`config.mk`:
```
export PLATFORM = sky130hd
export DESIGN_NAME = div_unit
export DESIGN_NICKNAME = d
export VERILOG_FILES = /design/src/rtl/div_unit_pkg.sv /design/src/rtl/div_step.sv /design/src/rtl/div_unit.sv
export SDC_FILE = /design/constraint.sdc
export NUM_CORES = 1
export LEC_CHECK = 0
export BUFFER_PORTS_ARGS = -buffer_cell sky130_fd_sc_hd__buf_2
export CAP_MARGIN = 20
export CORE_MARGIN = 2
export CORE_UTILIZATION = 38
export CTS_BUF_LIST = sky130_fd_sc_hd__clkbuf_4 sky130_fd_sc_hd__clkbuf_8
export CTS_CLUSTER_SIZE = 10
export DETAILED_ROUTE_END_ITERATION = 10
export HOLD_SLACK_MARGIN = 0.12
export SKIP_CTS_REPAIR_TIMING = 1
export SLEW_MARGIN = 40
export SYNTH_ARGS = -nofsm -noshare
export SYNTH_HDL_FRONTEND = slang
export SYNTH_SLANG_ARGS = --single-unit
export TNS_END_PERCENT = 10
```
`constraint.sdc`:
```
create_clock -name clk -period 4.05 [get_ports clk]
set_clock_uncertainty 0.05 [all_clocks]
set_input_delay 1.0125 -clock clk [delete_from_list [all_inputs] [get_ports clk]]
set_output_delay 1.0125 -clock clk [all_outputs]
set_load 0.05 [all_outputs]
```
`src/rtl/div_unit_pkg.sv`:
```
// rtl/div_unit_pkg.sv - shared constants and types for the iterative divider
//
// Contents:
//   WIDTH          default operand/result width
//   div_state_e    divider control states (IDLE/BUSY/FIXUP/DONE)
//   DIV0_QUOTIENT  quotient returned for a zero divisor (all ones)
//   cond_negate    two's-complement negate under a condition
package div_unit_pkg;

  localparam int WIDTH = 32;

  typedef enum logic [1:0] {
    ST_IDLE  = 2'd0,
    ST_BUSY  = 2'd1,
    ST_FIXUP = 2'd2,
    ST_DONE  = 2'd3
  } div_state_e;

  localparam logic [WIDTH-1:0] DIV0_QUOTIENT = '1;

  // Used both for operand magnitudes and for result sign fixup.
  // The magnitude of -2^(WIDTH-1) comes out as 2^(WIDTH-1), which is
  // correct when the value is read as unsigned.
  function automatic logic [WIDTH-1:0] cond_negate(input logic [WIDTH-1:0] v,
                                                   input logic             neg);
    return neg ? (~v + {{(WIDTH-1){1'b0}}, 1'b1}) : v;
  endfunction

endpackage

```
`src/rtl/div_step.sv`:
```
// rtl/div_step.sv - one combinational restoring-division step
//
// Ports:
//   rem          partial remainder before the step
//   quo          dividend/quotient shift register before the step
//   divisor_mag  unsigned divisor magnitude
//   rem_next     partial remainder after the step
//   quo_next     shift register after the step (new quotient bit in LSB)
module div_step #(
  parameter int WIDTH = 32
) (
  input  logic [WIDTH-1:0] rem,
  input  logic [WIDTH-1:0] quo,
  input  logic [WIDTH-1:0] divisor_mag,
  output logic [WIDTH-1:0] rem_next,
  output logic [WIDTH-1:0] quo_next
);

  // The shifted remainder needs WIDTH+1 bits: with divisor_mag above
  // 2^(WIDTH-1) the remainder's top bit can be set before the shift.
  logic [WIDTH:0] rem_shift;
  logic [WIDTH:0] trial;
  logic           trial_ok;

  always_comb begin
    rem_shift = {rem, quo[WIDTH-1]};
    // Both operands are below 2^(WIDTH+1) and rem_shift < 2*divisor_mag,
    // so a WIDTH+1 bit difference has its MSB set exactly when it is
    // negative.
    trial     = rem_shift - {1'b0, divisor_mag};
    trial_ok  = ~trial[WIDTH];
    rem_next  = trial_ok ? trial[WIDTH-1:0] : rem_shift[WIDTH-1:0];
    quo_next  = {quo[WIDTH-2:0], trial_ok};
  end

endmodule

```
`src/rtl/div_unit.sv`:
```
// rtl/div_unit.sv - iterative signed/unsigned restoring divider with start/done handshake
//
// Ports:
//   clk, rst_n   rising-edge clock, asynchronous active-low reset
//   start        request, only looked at while idle
//   signed_op    1 = two's-complement divide, 0 = unsigned
//   dividend     numerator, captured when start is accepted
//   divisor      denominator, captured when start is accepted
//   busy         high from the cycle after accept until the done cycle
//   done         one-cycle pulse, results valid from this cycle
//   quotient     result, held until the next operation completes
//   remainder    result, held until the next operation completes
//   div_by_zero  set alongside done when the divisor was zero
module div_unit
  import div_unit_pkg::*;
#(
  parameter int WIDTH_P = div_unit_pkg::WIDTH
) (
  input  logic               clk,
  input  logic               rst_n,
  input  logic               start,
  input  logic               signed_op,
  input  logic [WIDTH_P-1:0] dividend,
  input  logic [WIDTH_P-1:0] divisor,
  output logic               busy,
  output logic               done,
  output logic [WIDTH_P-1:0] quotient,
  output logic [WIDTH_P-1:0] remainder,
  output logic               div_by_zero
);

  localparam int CNT_W = $clog2(WIDTH_P + 1);

  div_state_e         state;
  logic [WIDTH_P-1:0] rem;
  logic [WIDTH_P-1:0] quo;
  logic [WIDTH_P-1:0] divisor_mag;
  logic [CNT_W-1:0]   count;
  logic               q_neg;
  logic               r_neg;

  logic               a_neg;
  logic               b_neg;
  logic [WIDTH_P-1:0] rem_next;
  logic [WIDTH_P-1:0] quo_next;

  // Sign of each operand only matters for a signed divide.
  always_comb begin
    a_neg = signed_op & dividend[WIDTH_P-1];
    b_neg = signed_op & divisor[WIDTH_P-1];
  end

  div_step #(
    .WIDTH(WIDTH_P)
  ) u_step (
    .rem        (rem),
    .quo        (quo),
    .divisor_mag(divisor_mag),
    .rem_next   (rem_next),
    .quo_next   (quo_next)
  );

  always_ff @(posedge clk or negedge rst_n) begin
    if (!rst_n) begin
      state       <= ST_IDLE;
      rem         <= '0;
      quo         <= '0;
      divisor_mag <= '0;
      count       <= '0;
      q_neg       <= 1'b0;
      r_neg       <= 1'b0;
      busy        <= 1'b0;
      done        <= 1'b0;
      quotient    <= '0;
      remainder   <= '0;
      div_by_zero <= 1'b0;
    end else begin
      done <= 1'b0;
      case (state)
        ST_IDLE: begin
          if (start) begin
            quo         <= cond_negate(dividend, a_neg);
            divisor_mag <= cond_negate(divisor, b_neg);
            rem         <= '0;
            count       <= CNT_W'(WIDTH_P);
            q_neg       <= a_neg ^ b_neg;
            r_neg       <= a_neg;
            busy        <= 1'b1;
            if (divisor == '0) begin
              // No iterations needed: results are fixed by definition and
              // the remainder reports the dividend exactly as supplied.
              quotient    <= DIV0_QUOTIENT;
              remainder   <= dividend;
              div_by_zero <= 1'b1;
              state       <= ST_DONE;
            end else begin
              state <= ST_BUSY;
            end
          end
        end

        ST_BUSY: begin
          rem   <= rem_next;
          quo   <= quo_next;
          count <= count - 1'b1;
          if (count == CNT_W'(1)) begin
            state <= ST_FIXUP;
          end
        end

        ST_FIXUP: begin
          // Truncating division: quotient sign from the operand signs,
          // remainder takes the sign of the dividend.
          quotient    <= cond_negate(quo, q_neg);
          remainder   <= cond_negate(rem, r_neg);
          div_by_zero <= 1'b0;
          state       <= ST_DONE;
        end

        ST_DONE: begin
          done  <= 1'b1;
          busy  <= 1'b0;
          state <= ST_IDLE;
        end

        default: begin
          state <= ST_IDLE;
          busy  <= 1'b0;
        end
      endcase
    end
  end

endmodule

```
[Word level (Yosys, flattened, before mapping)]
Index checks and enable logic that the tools add are counted.
Operators by class
  add/sub/neg operators: 6
  equality and inequality tests: 7
  mux-type cells: 27
  bitwise operators: 8
  reduce and logical (&&, ||, !) cells: 10
Operator list (count)
  32-bit 2-to-1 mux: 11
  32-bit one-hot mux with 2 select lines: 4
  32-bit by 1-bit adder with 32-bit output (second input constant): 4
  32-bit inverter: 4
  33-bit by 32-bit subtractor with 33-bit output: 1
  32-bit zero test: 1
  6-bit one-hot mux with 2 select lines: 1
  2-bit one-hot mux with 4 select lines: 1
  2-bit AND reduction: 4
  6-bit by 1-bit == test with 1-bit output (second input constant): 1
  2-bit 2-to-1 mux: 3
  6-bit 2-to-1 mux: 1
  2-bit inequality test (second input constant): 3
  2-bit nonzero test: 3
  6-bit by 1-bit subtractor with 6-bit output (second input constant): 1
  2-bit == test (second input constant): 2
  1-bit 2-to-1 mux: 4
  1-bit one-hot mux with 2 select lines: 2
  3-bit AND reduction: 1
  1-bit bitwise AND: 2
  2-bit by 1-bit == test with 1-bit output (second input constant): 1
  2-bit zero test: 1
  1-bit inverter: 1
  1-bit bitwise XOR: 1
Word-level totals
  register bits: 173
  bits of input ports: 68
  output and inout port bits: 67
  word-level logic and storage cells: 70

[Depth between registers and ports, before layout]
  word-level depth: 5
  depth in mapped cells: 13
  gate-level depth less buffers: 12

[Modules after synthesis]
From an unflattened synthesis, not the netlist that was laid out.
Unflattened totals
  cells, all modules: 1406
  area, all modules: 12248.0 um^2
By module, submodules not included
  div_unit: times used 1, cells an instance 1068, area an instance 9641.7 um^2, seq. area each 4329.2 um^2
  div_step: times used 1, cells an instance 338, area an instance 2606.2 um^2, seq. area each 0.0 um^2

[Least setup slack after synthesis]
No wires, ideal clock.
  kind: in2reg
  from: input divisor[7]
  to: register remainder[2]
  setup time: 0.144 ns
  arrival: 3.078 ns
  required time: 3.856 ns
  slack: 0.778 ns
  stages on the path: 9
  path buffers: 1
  cell sequence: or4_1 > or3_4 > nor3_4 > nand4_2 > nor3_2 > a21oi_1 > clkbuf_1 > nand2_1 > o21ai_0
Between the ends
  longest elaborated chain between the ends: 3
Ends and longest elaborated chain
  start: declaration: line div_unit.sv:24  | input logic [WIDTH_P-1:0] divisor,
  32-bit zero test: line div_unit.sv:89  | if (divisor == '0) begin
  2-bit inequality test (no source line)
  3-bit AND reduction (no source line)
  end signal: assignment: line div_unit.sv:93  | remainder <= dividend;
  end signal: assignment: line div_unit.sv:115  | remainder <= cond_negate(rem, r_neg);
  end: declaration: line div_unit.sv:28  | output logic [WIDTH_P-1:0] remainder,
No other way between the ends.
A chain may end at the register's enable or synchronous reset.

[Final worst setup path]
  from: register divisor_mag[0]
  to: register rem[26]
Between the ends
  longest elaborated chain between the ends: 3
Ends and longest elaborated chain
  start: declaration: line div_unit.sv:37  | logic [WIDTH_P-1:0] divisor_mag;
  start signal: assignment: line div_unit.sv:83  | divisor_mag <= cond_negate(divisor, b_neg);
  33-bit by 32-bit subtractor with 33-bit output: line div_step.sv:30  | trial = rem_shift - {1'b0, divisor_mag};
  32-bit 2-to-1 mux: line div_step.sv:32  | rem_next = trial_ok ? trial[WIDTH-1:0] : rem_shift[WIDTH-1:0];
  32-bit one-hot mux with 2 select lines: line div_unit.sv:79  | case (state)
  end signal: assignment: line div_unit.sv:103  | rem <= rem_next;
  end: declaration: line div_unit.sv:35  | logic [WIDTH_P-1:0] rem;
No other way between the ends.

==> results.txt <==
- 135 I/O pins were placed.
* Post-synthesis sequential area ratio: a little under two fifths
- Post-synthesis sequential element count: about 170
- The longest clock path from root to sink contains 2 buffers.
- Die area: about 0.032 sq mm
- Entering global routing, the biggest net connects 78 pins.
* RD Place Congestion: ~0.83
- Clock slew at reported path FFs: about 0.10 ns
* Critical Path, Cell by Cell: ha_1 > fa_1 > nor2b_1 > o21bai_1 > a221o_1 > o21ai_2 > a41oi_1 > o31a_1 > mux2_2 > o41ai_1 > o21ai_0
* Endpoint required time on the critical path: 4.33 ns
- Net switching share of the total power: a little over 50%
- Registers are responsible for 27.1% of the overall power.
- Counting both buffers and inverters, the worst setup path holds a total of 0.
- Of the available clock period, the critical path in the final layout requires about 90%.
- Across all hold checks on the routed design, the worst slack comes to approximately 0.32 ns.
- Final max-slew violation count: 0
- Layout overhead on the synthesized area: 13.4%
- OpenSTA, run right after detailed placement, puts the worst setup slack at around 0.22 ns.
* Number of port buffers: between 100 and 150
- Number of remaining DRC errors: 0
- Clock tree from TritonCTS: done
* IR drop worst, VDD: ~0.39 mV
* Setup slack, reg-to-reg: roughly 0.45 ns
* Worst reg-to-reg path cell count: 11
- The H-tree generated during clock tree synthesis spans 4 levels.
- Summing internal, switching and leakage power gives about 12 mW.
- First-pass iteration count of the detailed router: 5
- Root Driver: clkbuf_8
- Among all flip-flop cells after synthesis, the most frequent one is dfrtp_1.
- Setup TNS: 0 ns
- The floorplan step defined a core boundary enclosing a little over 0.03 sq mm.
* Worst Setup Slack, final: ~0.45 ns
* Unrepaired setup endpoints after global routing: no
* Critical path endpoint category: flop
* Post-synthesis cell type with the largest combined area: dfrtp_1
- Summed over all layers, the routed wires come to roughly 30000 um.
* Max stage delay on crit path: approximately 0.42 ns
* Design area: 0.0133 sq mm
- Dominant cells by area after synthesis: dfrtp_1 (37%), o21ai_0 (8.2%), nand2_1 (6.7%)
- Crit-path leading delay family: compound AO/OA/AOI/OAI gates
* Post-synth EDFFs: 0
* Drt wl/cell: 15.6 um
- Run status: finished clean
* Power density over the cells: between 900 and 1000 mW/mm^2
- Placed wire-length estimate after detailed placement: around 23000 um
- Detailed Route Iter0 Violations: between 500 and 600
- Final nets: around 1600
- For the finished layout, the period the worst path requires is 3.60 ns.
* Final number of setup-violating endpoints: 0
- In the layout the commonest cells are nand2_1 (208), o21ai_0 (192), dfrtp_1 (171).
- Placement Cell Area: about 0.013 sq mm
* Number of buffers added by the clock tree synthesis step: 17
* Final hold violations: 0
* Slew at the pin closest to its max-slew limit: roughly 0.76 ns
- The critical path starts at divisor_mag[0].
* Grt total ovfl: 0
- For this run, the top clock speed supported by timing is between 0.2 and 0.3 GHz.
* Int Pwr: just over 6 mW
* Syn Nets: roughly 1500
- Number of distinct standard cells referenced by the synthesized netlist: 73
* Via count: between 10000 and 15000
* Leakage power total: 5.76 nW
* Vertical die dimension: 180 um
- Relative contribution of combinational cells to total power: between 60 and 70%
- Die Width: about 180 um
- Fraction of post-synthesis cell area in the top cell type by area: about 37%
* Post-synthesis average cell area: 8.30 sq um
* Startpoint type of the worst setup path: flop
- Post-route antenna net violation count: 0
- The number of global-route vias before repair is between 9000 and 10000.
- Starting utilization of the core area: 38.4%
- After synthesis, the share of flip-flops with an asynchronous set or reset is 100%.
- The tightest min-delay check is of the in -> async type.
* Power share of the clock group: 10.2%
- Synth Instances: 1412
- In this run the critical register-to-register path is captured at rem[26].
- Netlist area before placement: ~0.012 sq mm
- In the final layout, the share of cells above drive strength 1 is 14.2%.
- Total net switching power: 6.42 mW
- The initial antenna violation count was 1.
- Signal arrival time at the worst endpoint: between 3 and 4 ns
- During synthesis, Yosys emitted a total of 0 warnings.
- Most common cell after layout, fill and taps aside: nand2_1
- The slowest stage of the critical path is the dfrtp_1 cell.
- At the later pin of the worst-skew pair, clock insertion delay measures ~0.47 ns.
- CTS sink count: approximately 170
- Worst rel slew slack: around 49%
- Global routing consumed, over all layers together, a little under a fifth of the routing resources.
* Critical Path Fanout Max: 4
- The worst setup path is of the reg -> reg kind.
* First-pass GRT wire length: 50100 um
* Vias per Instance: between 5 and 6
* Filler Cells Inserted: around 3100
- The tool flagged a number of max-cap violations equal to 0.
- Worst reg2reg startpoint: divisor_mag[0]
- Cell Rows: between 60 and 70
-- cell type report --
type | instances | area (sq um) | share of cell area (%)
Multi-Input combinational cell | 1098 | 6900 | 51.9
Sequential cell | 173 | 4330 | 32.6
Timing Repair Buffer | 156 | 920 | 6.92
Tap cell | 396 | 495 | 3.73
Clock buffer | 18 | 248 | 1.86
Inverter | 64 | 240 | 1.81
Clock inverter | 14 | 159 | 1.20
Antenna cell | 1 | 2.50 | 0.0188
-- how the worst max path moves through the flow --
stage / slack (ns) / to / depth (start not counted)
after global routing: 0.21 / rem[12] / 13
after detailed placement: 0.22 / remainder[6] / 10
final: 0.45 / rem[26] / 11
after CTS: 0.41 / rem[26] / 11
after floorplan: 0.78 / remainder[2] / 9
after global placement: 0.30 / remainder[12] / 10
-- cell families after synthesis --
| group | count (synthesis) | share of synthesized area [%] |
|---|---|---|
| xor gates and xnor gates | 139 | 10.4 |
| adders and majority gates | 43 | 4.65 |
| DFF | 173 | 36.9 |
| muxes | 47 | 4.02 |
| buffers and inverters | 141 | 4.76 |
| and+or+nand+nor | 443 | 17.5 |
| AOI/OAI and AO/OA | 426 | 21.8 |
-- layer usage --
metal | global-route usage [%] | part of all wire (%) | vias to the layer above
met1 | 26.4 | 49 | 4670
met5 | 0 | 0 | -
met4 | 6.05 | 2.3 | 0
li1 | - | - | 5185
met2 | 29.9 | 45 | 222
met3 | 2.59 | 3.9 | 39
-- registers in the layout, summed over array words and instances (netlist names) --
register / cells
divisor_mag: 32
quo: 32
quotient: 32
rem: 32
remainder: 32
count: 6
state: 2
busy: 1
div_by_zero: 1
done: 1
q_neg: 1
r_neg: 1
-- power by group through the flow --
stage	combinational [mW]	sequential [mW]	clock (mW)
finish	7.81	3.38	1.27
global route	8.70	3.51	1.37
CTS	7.83	3.37	1.30
detailed placement	7.79	3.41	0
global placement	7.66	3.39	0
floorplan	5.21	4.10	0
-- cell usage after synthesis, drive strengths merged, types with 13 or more instances --
master	n
nand2	210
nor2	96
o41ai	13
a21o	14
mux2i	46
clkbuf	60
nand3	21
buf	17
inv	64
or3	18
xnor2	57
dfrtp	173
xor2	82
a31oi	39
nor3	25
ha	42
o21ai	198
o31ai	30
a21oi	80
-- stage by stage --
stage | util, % | instances
global route | 43.6 | 1920
global placement | 42.0 | 1885
detailed placement | 42.1 | 1885
finish | 43.6 | 1920
CTS | 43.4 | 1917
floorplan | - | 1412
(Power assumes the default switching activity.)
